### config.mk
export PLATFORM = sky130hd
export DESIGN_NAME = ex_mem_flat
export DESIGN_NICKNAME = d
export VERILOG_FILES = /design/src/rtl/ex_mem_if.sv /design/src/rtl/ex_mem.sv /design/src/flat_wrapper.sv
export SDC_FILE = /design/constraint.sdc
export NUM_CORES = 1
export LEC_CHECK = 0
export ABC_AREA = 0
export CAP_MARGIN = 30
export CORE_ASPECT_RATIO = 0.6
export CORE_MARGIN = 3
export CORE_UTILIZATION = 52
export CTS_CLUSTER_SIZE = 30
export DETAILED_ROUTE_END_ITERATION = 7
export HOLD_SLACK_MARGIN = 0.12
export MAX_ROUTING_LAYER = met4
export PLACE_DENSITY = 0.85
export SLEW_MARGIN = 20
export SYNTH_ARGS = -nofsm -noshare
export SYNTH_HDL_FRONTEND = slang
export SYNTH_SLANG_ARGS = --single-unit
export TNS_END_PERCENT = 1
### constraint.sdc
create_clock -name clk -period 1.8 [get_ports clk]
set_input_delay 0.36 -clock clk [delete_from_list [all_inputs] [get_ports clk]]
set_output_delay 0.36 -clock clk [all_outputs]
set_load 0.1 [all_outputs]
### src/rtl/ex_mem_if.sv
// Execute-to-memory handshake bundle: upstream valid/ready plus write-back request in,
// head entry plus downstream valid/ready out. The buffer takes the slave modport.
interface ex_mem_if;
  logic        ex_mem_i_valid;
  logic        ex_mem_o_ready;
  logic        ex_mem_i_wreg;
  logic [4:0]  ex_mem_i_waddr;
  logic [31:0] ex_mem_i_wdata;
  logic        ex_mem_i_flush;
  logic        ex_mem_o_valid;
  logic        ex_mem_i_ready;
  logic        ex_mem_o_wreg;
  logic [4:0]  ex_mem_o_waddr;
  logic [31:0] ex_mem_o_wdata;

  modport slave (
    input  ex_mem_i_valid, ex_mem_i_wreg, ex_mem_i_waddr, ex_mem_i_wdata,
    input  ex_mem_i_flush, ex_mem_i_ready,
    output ex_mem_o_ready, ex_mem_o_valid, ex_mem_o_wreg, ex_mem_o_waddr, ex_mem_o_wdata
  );

  modport master (
    output ex_mem_i_valid, ex_mem_i_wreg, ex_mem_i_waddr, ex_mem_i_wdata,
    output ex_mem_i_flush, ex_mem_i_ready,
    input  ex_mem_o_ready, ex_mem_o_valid, ex_mem_o_wreg, ex_mem_o_waddr, ex_mem_o_wdata
  );
endinterface

### src/rtl/ex_mem.sv
// EX/MEM 2-entry in-order skid buffer; one-cycle latency; ready depends on occupancy only.
// Define EX_MEM_STALL_CNT_EN to add the saturating back-pressure counter output ex_mem_o_stall_cnt.
module ex_mem (
  input  logic        clk,
  input  logic        rst_,
  ex_mem_if.slave     bus
`ifdef EX_MEM_STALL_CNT_EN
  ,
  output logic [15:0] ex_mem_o_stall_cnt
`endif
);

  typedef struct packed {
    logic        wreg;
    logic [4:0]  waddr;
    logic [31:0] wdata;
  } entry_t;

  typedef enum logic [1:0] {EMPTY = 2'd0, ONE = 2'd1, FULL = 2'd2} state_t;

  state_t state_q;
  entry_t head_q;
  entry_t tail_q;
  entry_t in_ent;
  logic   accept;
  logic   deliver;

  assign in_ent  = '{wreg: bus.ex_mem_i_wreg, waddr: bus.ex_mem_i_waddr, wdata: bus.ex_mem_i_wdata};
  assign accept  = bus.ex_mem_i_valid & bus.ex_mem_o_ready;
  assign deliver = bus.ex_mem_o_valid & bus.ex_mem_i_ready;

  // Ready is forced low by the async reset so it drops without waiting for an edge.
  assign bus.ex_mem_o_ready = rst_ & (state_q != FULL);
  assign bus.ex_mem_o_valid = (state_q != EMPTY);
  assign bus.ex_mem_o_wreg  = bus.ex_mem_o_valid ? head_q.wreg  : 1'b0;
  assign bus.ex_mem_o_waddr = bus.ex_mem_o_valid ? head_q.waddr : 5'd0;
  assign bus.ex_mem_o_wdata = bus.ex_mem_o_valid ? head_q.wdata : 32'd0;

  always_ff @(posedge clk or negedge rst_) begin
    if (!rst_) begin
      state_q <= EMPTY;
      head_q  <= '0;
      tail_q  <= '0;
    end else if (bus.ex_mem_i_flush) begin
      state_q <= EMPTY;
      head_q  <= '0;
      tail_q  <= '0;
    end else begin
      case (state_q)
        EMPTY: begin
          if (accept) begin
            head_q  <= in_ent;
            state_q <= ONE;
          end
        end
        ONE: begin
          if (accept && !deliver) begin
            tail_q  <= in_ent;
            state_q <= FULL;
          end else if (accept && deliver) begin
            head_q  <= in_ent;
          end else if (deliver) begin
            head_q  <= '0;
            state_q <= EMPTY;
          end
        end
        FULL: begin
          if (deliver) begin
            head_q  <= tail_q;
            tail_q  <= '0;
            state_q <= ONE;
          end
        end
        default: begin
          state_q <= EMPTY;
          head_q  <= '0;
          tail_q  <= '0;
        end
      endcase
    end
  end

`ifdef EX_MEM_STALL_CNT_EN
  logic [15:0] stall_cnt_q;

  // Counts edges where the head is stuck; flush deliberately leaves it alone.
  always_ff @(posedge clk or negedge rst_) begin
    if (!rst_) begin
      stall_cnt_q <= 16'd0;
    end else if (bus.ex_mem_o_valid && !bus.ex_mem_i_ready && (stall_cnt_q != 16'hFFFF)) begin
      stall_cnt_q <= stall_cnt_q + 16'd1;
    end
  end

  assign ex_mem_o_stall_cnt = stall_cnt_q;
`endif

endmodule

### src/flat_wrapper.sv
// flat-port wrapper written by rule: the top's interface ports become plain ports
module ex_mem_flat 
  (clk, rst_, bus_ex_mem_i_valid, bus_ex_mem_i_wreg, bus_ex_mem_i_waddr, bus_ex_mem_i_wdata, bus_ex_mem_i_flush, bus_ex_mem_i_ready, bus_ex_mem_o_ready, bus_ex_mem_o_valid, bus_ex_mem_o_wreg, bus_ex_mem_o_waddr, bus_ex_mem_o_wdata);
  ex_mem_if bus_i ();
  input  logic clk;
  input  logic rst_;
  input wire logic [$bits(bus_i.ex_mem_i_valid)-1:0] bus_ex_mem_i_valid;
  input wire logic [$bits(bus_i.ex_mem_i_wreg)-1:0] bus_ex_mem_i_wreg;
  input wire logic [$bits(bus_i.ex_mem_i_waddr)-1:0] bus_ex_mem_i_waddr;
  input wire logic [$bits(bus_i.ex_mem_i_wdata)-1:0] bus_ex_mem_i_wdata;
  input wire logic [$bits(bus_i.ex_mem_i_flush)-1:0] bus_ex_mem_i_flush;
  input wire logic [$bits(bus_i.ex_mem_i_ready)-1:0] bus_ex_mem_i_ready;
  output wire logic [$bits(bus_i.ex_mem_o_ready)-1:0] bus_ex_mem_o_ready;
  output wire logic [$bits(bus_i.ex_mem_o_valid)-1:0] bus_ex_mem_o_valid;
  output wire logic [$bits(bus_i.ex_mem_o_wreg)-1:0] bus_ex_mem_o_wreg;
  output wire logic [$bits(bus_i.ex_mem_o_waddr)-1:0] bus_ex_mem_o_waddr;
  output wire logic [$bits(bus_i.ex_mem_o_wdata)-1:0] bus_ex_mem_o_wdata;
  assign bus_i.ex_mem_i_valid = bus_ex_mem_i_valid;
  assign bus_i.ex_mem_i_wreg = bus_ex_mem_i_wreg;
  assign bus_i.ex_mem_i_waddr = bus_ex_mem_i_waddr;
  assign bus_i.ex_mem_i_wdata = bus_ex_mem_i_wdata;
  assign bus_i.ex_mem_i_flush = bus_ex_mem_i_flush;
  assign bus_i.ex_mem_i_ready = bus_ex_mem_i_ready;
  assign bus_ex_mem_o_ready = bus_i.ex_mem_o_ready;
  assign bus_ex_mem_o_valid = bus_i.ex_mem_o_valid;
  assign bus_ex_mem_o_wreg = bus_i.ex_mem_o_wreg;
  assign bus_ex_mem_o_waddr = bus_i.ex_mem_o_waddr;
  assign bus_ex_mem_o_wdata = bus_i.ex_mem_o_wdata;
  ex_mem u_core (.clk(clk), .rst_(rst_), .bus(bus_i));
endmodule
**Word-level counts from Yosys, hierarchy flattened**

Index checks and enable logic that the tools add are counted.

- Flip-flop bits (word level): 78
- Input port bits: 43
- Output and inout port bits: 40
- Logic and storage cells: 49

- Equality and inequality tests: 11
- Multiplexer cells: 20
- Bitwise gates (word level): 3
- Reductions and logical operators: 8

Operator list:

| cell | count |
|---|---|
| 38-bit 2-to-1 mux | 8 |
| 38-bit case mux with 3 select lines | 2 |
| 32-bit 2-to-1 mux | 1 |
| 2-bit 2-to-1 mux | 6 |
| 3-bit by 2-bit != test with 1-bit output (second input constant) | 3 |
| 4-bit by 2-bit != test with 1-bit output (second input constant) | 2 |
| 4-bit AND reduction | 2 |
| 2-bit case mux with 3 select lines | 1 |
| 5-bit 2-to-1 mux | 1 |
| 2-bit != test (second input constant) | 2 |
| 4-bit by 3-bit != test with 1-bit output (second input constant) | 1 |
| 1-bit AND | 3 |
| 3-bit != test (second input constant) | 1 |
| 3-bit AND reduction | 1 |
| 2-bit by 1-bit == test with 1-bit output (second input constant) | 1 |
| 2-bit == test (second input constant) | 1 |
| 1-bit logical AND | 2 |
| 2-bit zero test | 1 |
| 2-bit nonzero test | 1 |
| 1-bit zero test | 1 |
| 1-bit 2-to-1 mux | 1 |

**Longest topological paths before layout**

- Depth after elaboration: 8
- Depth in mapped cells: 7
- Gate-level depth less buffers: 4

**Worst setup path after synthesis**

Ideal clock, no wire load.

- Path type: register to output
- Start: register u_core.state_q[0]
- End: output bus_ex_mem_o_waddr[0]
- Arrival time: 2.271 ns
- Required time: 1.440 ns
- Setup slack: -0.831 ns
- Stages on the path, launching flop included: 6
- Buffers on the path: 3
- Path through: dfrtp_1 -> buf_6 -> nor2_4 -> clkbuf_1 -> buf_1 -> nor2b_1

- Cells in the longest elaborated chain, start to end: 2

RTL lines:

| what | line | source |
|---|---|---|
| from (decl) | ex_mem.sv:21 | `state_t state_q;` |
| from (signal assigned) | ex_mem.sv:41 | `state_q <= EMPTY;` |
| from (signal assigned) | ex_mem.sv:45 | `state_q <= EMPTY;` |
| from (signal assigned) | ex_mem.sv:53 | `state_q <= ONE;` |
| 2-bit nonzero test | ex_mem.sv:34 | `assign bus.ex_mem_o_valid = (state_q != EMPTY);` |
| 5-bit 2-to-1 mux | ex_mem.sv:36 | `assign bus.ex_mem_o_waddr = bus.ex_mem_o_valid ? head_q.waddr : 5'd0;` |
| to (decl) | flat_wrapper.sv:16 | `output wire logic [$bits(bus_i.ex_mem_o_waddr)-1:0] bus_ex_mem_o_waddr;` |

No other way between the ends.

**Worst setup path in the final report**

- Start: register u_core.state_q[0]
- End: output bus_ex_mem_o_waddr[4]

Same word-level chain as after synthesis.

==> summary.txt <==
Global routing
  • Aggregate global routing overflow: 0
  • Initial antenna violation count: 0
  • Vias in the first global route: 4033
  • Largest net degree at the start of global routing: 46
  • GRT Total Usage: 0.295
  • First-pass GRT wire length: 21000 um

Layout
  • Antenna fix cells: 0
  • Share of layout cells above drive strength 1: 0.258
  • Final Net Count: 577
  • Most frequent cells in the layout: o21ai_1, dfrtp_1, buf_12, clkdlybuf4s50_1, nand2_1
  • Fin area: 0.00647 mm2
  • Area grow syn2layout: 51.2%
  • Layout Cells excl Fill: 642

Synthesis
  • Post-Synth XOR/XNOR Area: 0.00643
  • Compound-Gate Fraction of Synth Area: 0.182
  • EDFF count, synth: 0
  • Main combinational cell family by area after synthesis: simple AND/OR/NAND/NOR gates
  • Synthesized Nets: 489
  • Synth Flop Type: dfrtp_1
  • Post-synthesis sequential area ratio: 0.456
  • Synth Warn #: 0
  • Yosys cell types: 30
  • Mean Syn Cell Area: 9.60 um2
  • Synth async-reset ratio: 1.00
  • Area contributors post-synth: dfrtp_1, mux2i_1, o21ai_1, a22o_1, nand2b_1
  • Cells after synthesis: 446
  • Post-synth top area share: 0.456
  • Yosys top cell by area: dfrtp_1
  • Simple-Gate Fraction of Synth Area: 0.210
  • Mux contribution to synthesized area: 0.0889
  • #FFs+latches synth: 78
  • Synth Area in Adders: 0
  • Synthesized cell area: 0.00428 mm2

Setup path
  • CP most frequent cell: buf_12
  • Critical Path Max Stage Delay: 490 ps
  • R2R Setup Slk: -50 ps
  • Crit path capture: bus_ex_mem_o_waddr[4]
  • Critical Path Start Type: flip-flop
  • Critical path peak fanout: 10
  • Crit path max-delay family: buffers and inverters
  • Reg2Reg Capture Point: u_core.head_q[11]
  • Worst path slowest cell: dfrtp_2
  • RR Startpoint: u_core.state_q[1]
  • CP Buf/Inv Count: 3
  • Critical Path Start: u_core.state_q[0]
  • CP Capture Type: primary output
  • WS Path Type: reg2out
  • Crit path DAT: 1560 ps
  • CP Cell Sequence: nor2_4 -> buf_12 -> buf_16 -> nor2b_4 -> buf_12
  • WP depth: 5
  • Reg2reg path depth: 6
  • Req. time, crit path: 1440 ps

STA
  • Worst Slack Setup Final: -123 ps
  • Setup violations, final: 60
  • Min Tclk post-route: 1920 ps
  • Final hold viol count: 0
  • Period utilization: 1.07
  • Worst rel slew slack: 0.602
  • Slew Viols, Final: 0
  • Skew final: 4.48 ps
  • Tightest Pin Transition: 597 ps
  • Fmax: 0.520 GHz
  • RSZ-0062 raised after global routing: yes

Pwr
  • Leak: 0.00253 uW
  • Power Dens Cells: 703 mW/mm2
  • Max VDD drop: 0.507 mV

Drt
  • Post-DRT Antenna Nets: 0
  • Vias per inst: 6.26
  • Drt total wl: 13800 um
  • Routed len/inst: 21.5 um
  • Initial detailed-routing violation count: 444
  • # DRC: 0
  • Detailed-route via count: 4017
  • First-pass DRT Iterations: 7

Job
  • Max-cap check violation count: 0

Run status
  • Violated checks: setup timing
  • Status: finished, violations left

Clock tree
  • Clock Tree Buf Depth: 2
  • # clock sinks: 78
  • H-tree lvl count: 3
  • CTS root buf: clkbuf_16
  • Clock Pin Slew Worst Setup and Hold Paths: 60 ps
  • Cts bufs inserted: 9
  • TritonCTS clock tree: done
  • Worst skew pair latency: 340 ps

Placement
  • Placer Congestion: 0.832
  • Placed instance area: 0.00590 mm2
  • DP HPWL: 7770 um
  • Placed cells: 618
  • Buffers on Ports: 82

Floorplanning
  • Ports: 83
  • # rows: 24
  • Initial Util: 0.561
  • Die ar.: 0.00939 mm2
  • Die Width: 123 um
  • Die span in y: 76.3 um
  • Core ar.: 0.00763 mm2

Hold path
  • Worst hold path class: in2async
flip-flops by register name (all words and copies together) (netlist names):
register        flops
u_core.tail_q      38
u_core.head_q      38
u_core.state_q      2
layer usage:
layer / vias to the layer above / routed length, um / GRT usage / share of wire
li1: 1734 / - / - / -
met1: 1986 / 5570 / 0.370 / 0.40
met2: 259 / 6710 / 0.453 / 0.49
met3: 38 / 1120 / 0.0645 / 0.081
met4: 0 / 377 / 0.144 / 0.027
met5: - / 0 / - / 0
timing repair:
action | in CTS | in global routing
gates cloned | 2 | 1
resized for setup | 21 | 14
setup buffers | 1 | 3
setup endpoints to repair | 77 | 62
endpoints found under the hold margin | 4 | 0
pin swaps | 30 | 1
hold buffers | 1 | 0
cell families (layout without fill, tap and decap cells):
kind of cell	after synthesis	count (layout)
and+or+nand+nor	165	165
AOI/OAI and AO/OA	121	121
DFF	78	78
buffers and inverters	43	135
muxes	38	38
xor gates and xnor gates	1	1
Yosys cell counts, drive strengths merged (2+ instances only):
master	number
and3b	2
nor2b	38
clkbuf	13
dfrtp	78
mux2i	38
a22o	38
nand2	40
nor2	3
buf	29
o21ai	77
nand3	38
nand2b	40
cell type report:
class	instances	area, um2
Multi-Input combinational cell	325	2400
Sequential cell	78	1950
Timing Repair Buffer	119	1730
Fill cell	383	1150
Clock buffer	13	240
Tap cell	104	130
Clock inverter	2	10.0
Inverter	1	3.75
worst min path at each step:
stage                              to  slack (ps)  cells past startpoint
finish              u_core.tail_q[16]         190                      2
global route        u_core.tail_q[30]         220                      2
CTS                 u_core.tail_q[30]         190                      2
detailed placement  u_core.head_q[37]         310                      2
global placement    u_core.head_q[37]         320                      2
floorplan            u_core.head_q[0]          60                      0
power by group:
| part | internal [uW] | switching [uW] |
|---|---|---|
| sequential | 1830 | 51.1 |
| combinational | 476 | 593 |
| clock | 923 | 684 |
metrics by stage:
stage                     hold slack, ps  setup slack (ps)  total power, uW   util  TNS [ps]
after floorplan                     64.4              -204             2450      -     -6420
after CTS                            185              -149             4480  0.831     -9010
after global placement               317              -264             2800  0.773    -11040
final                                189              -123             4550  0.849     -4580
after global routing                 216              -155             4700  0.849     -7650
after detailed placement             314              -307             2830  0.773    -14100
Power figures use the tool's default switching activity.
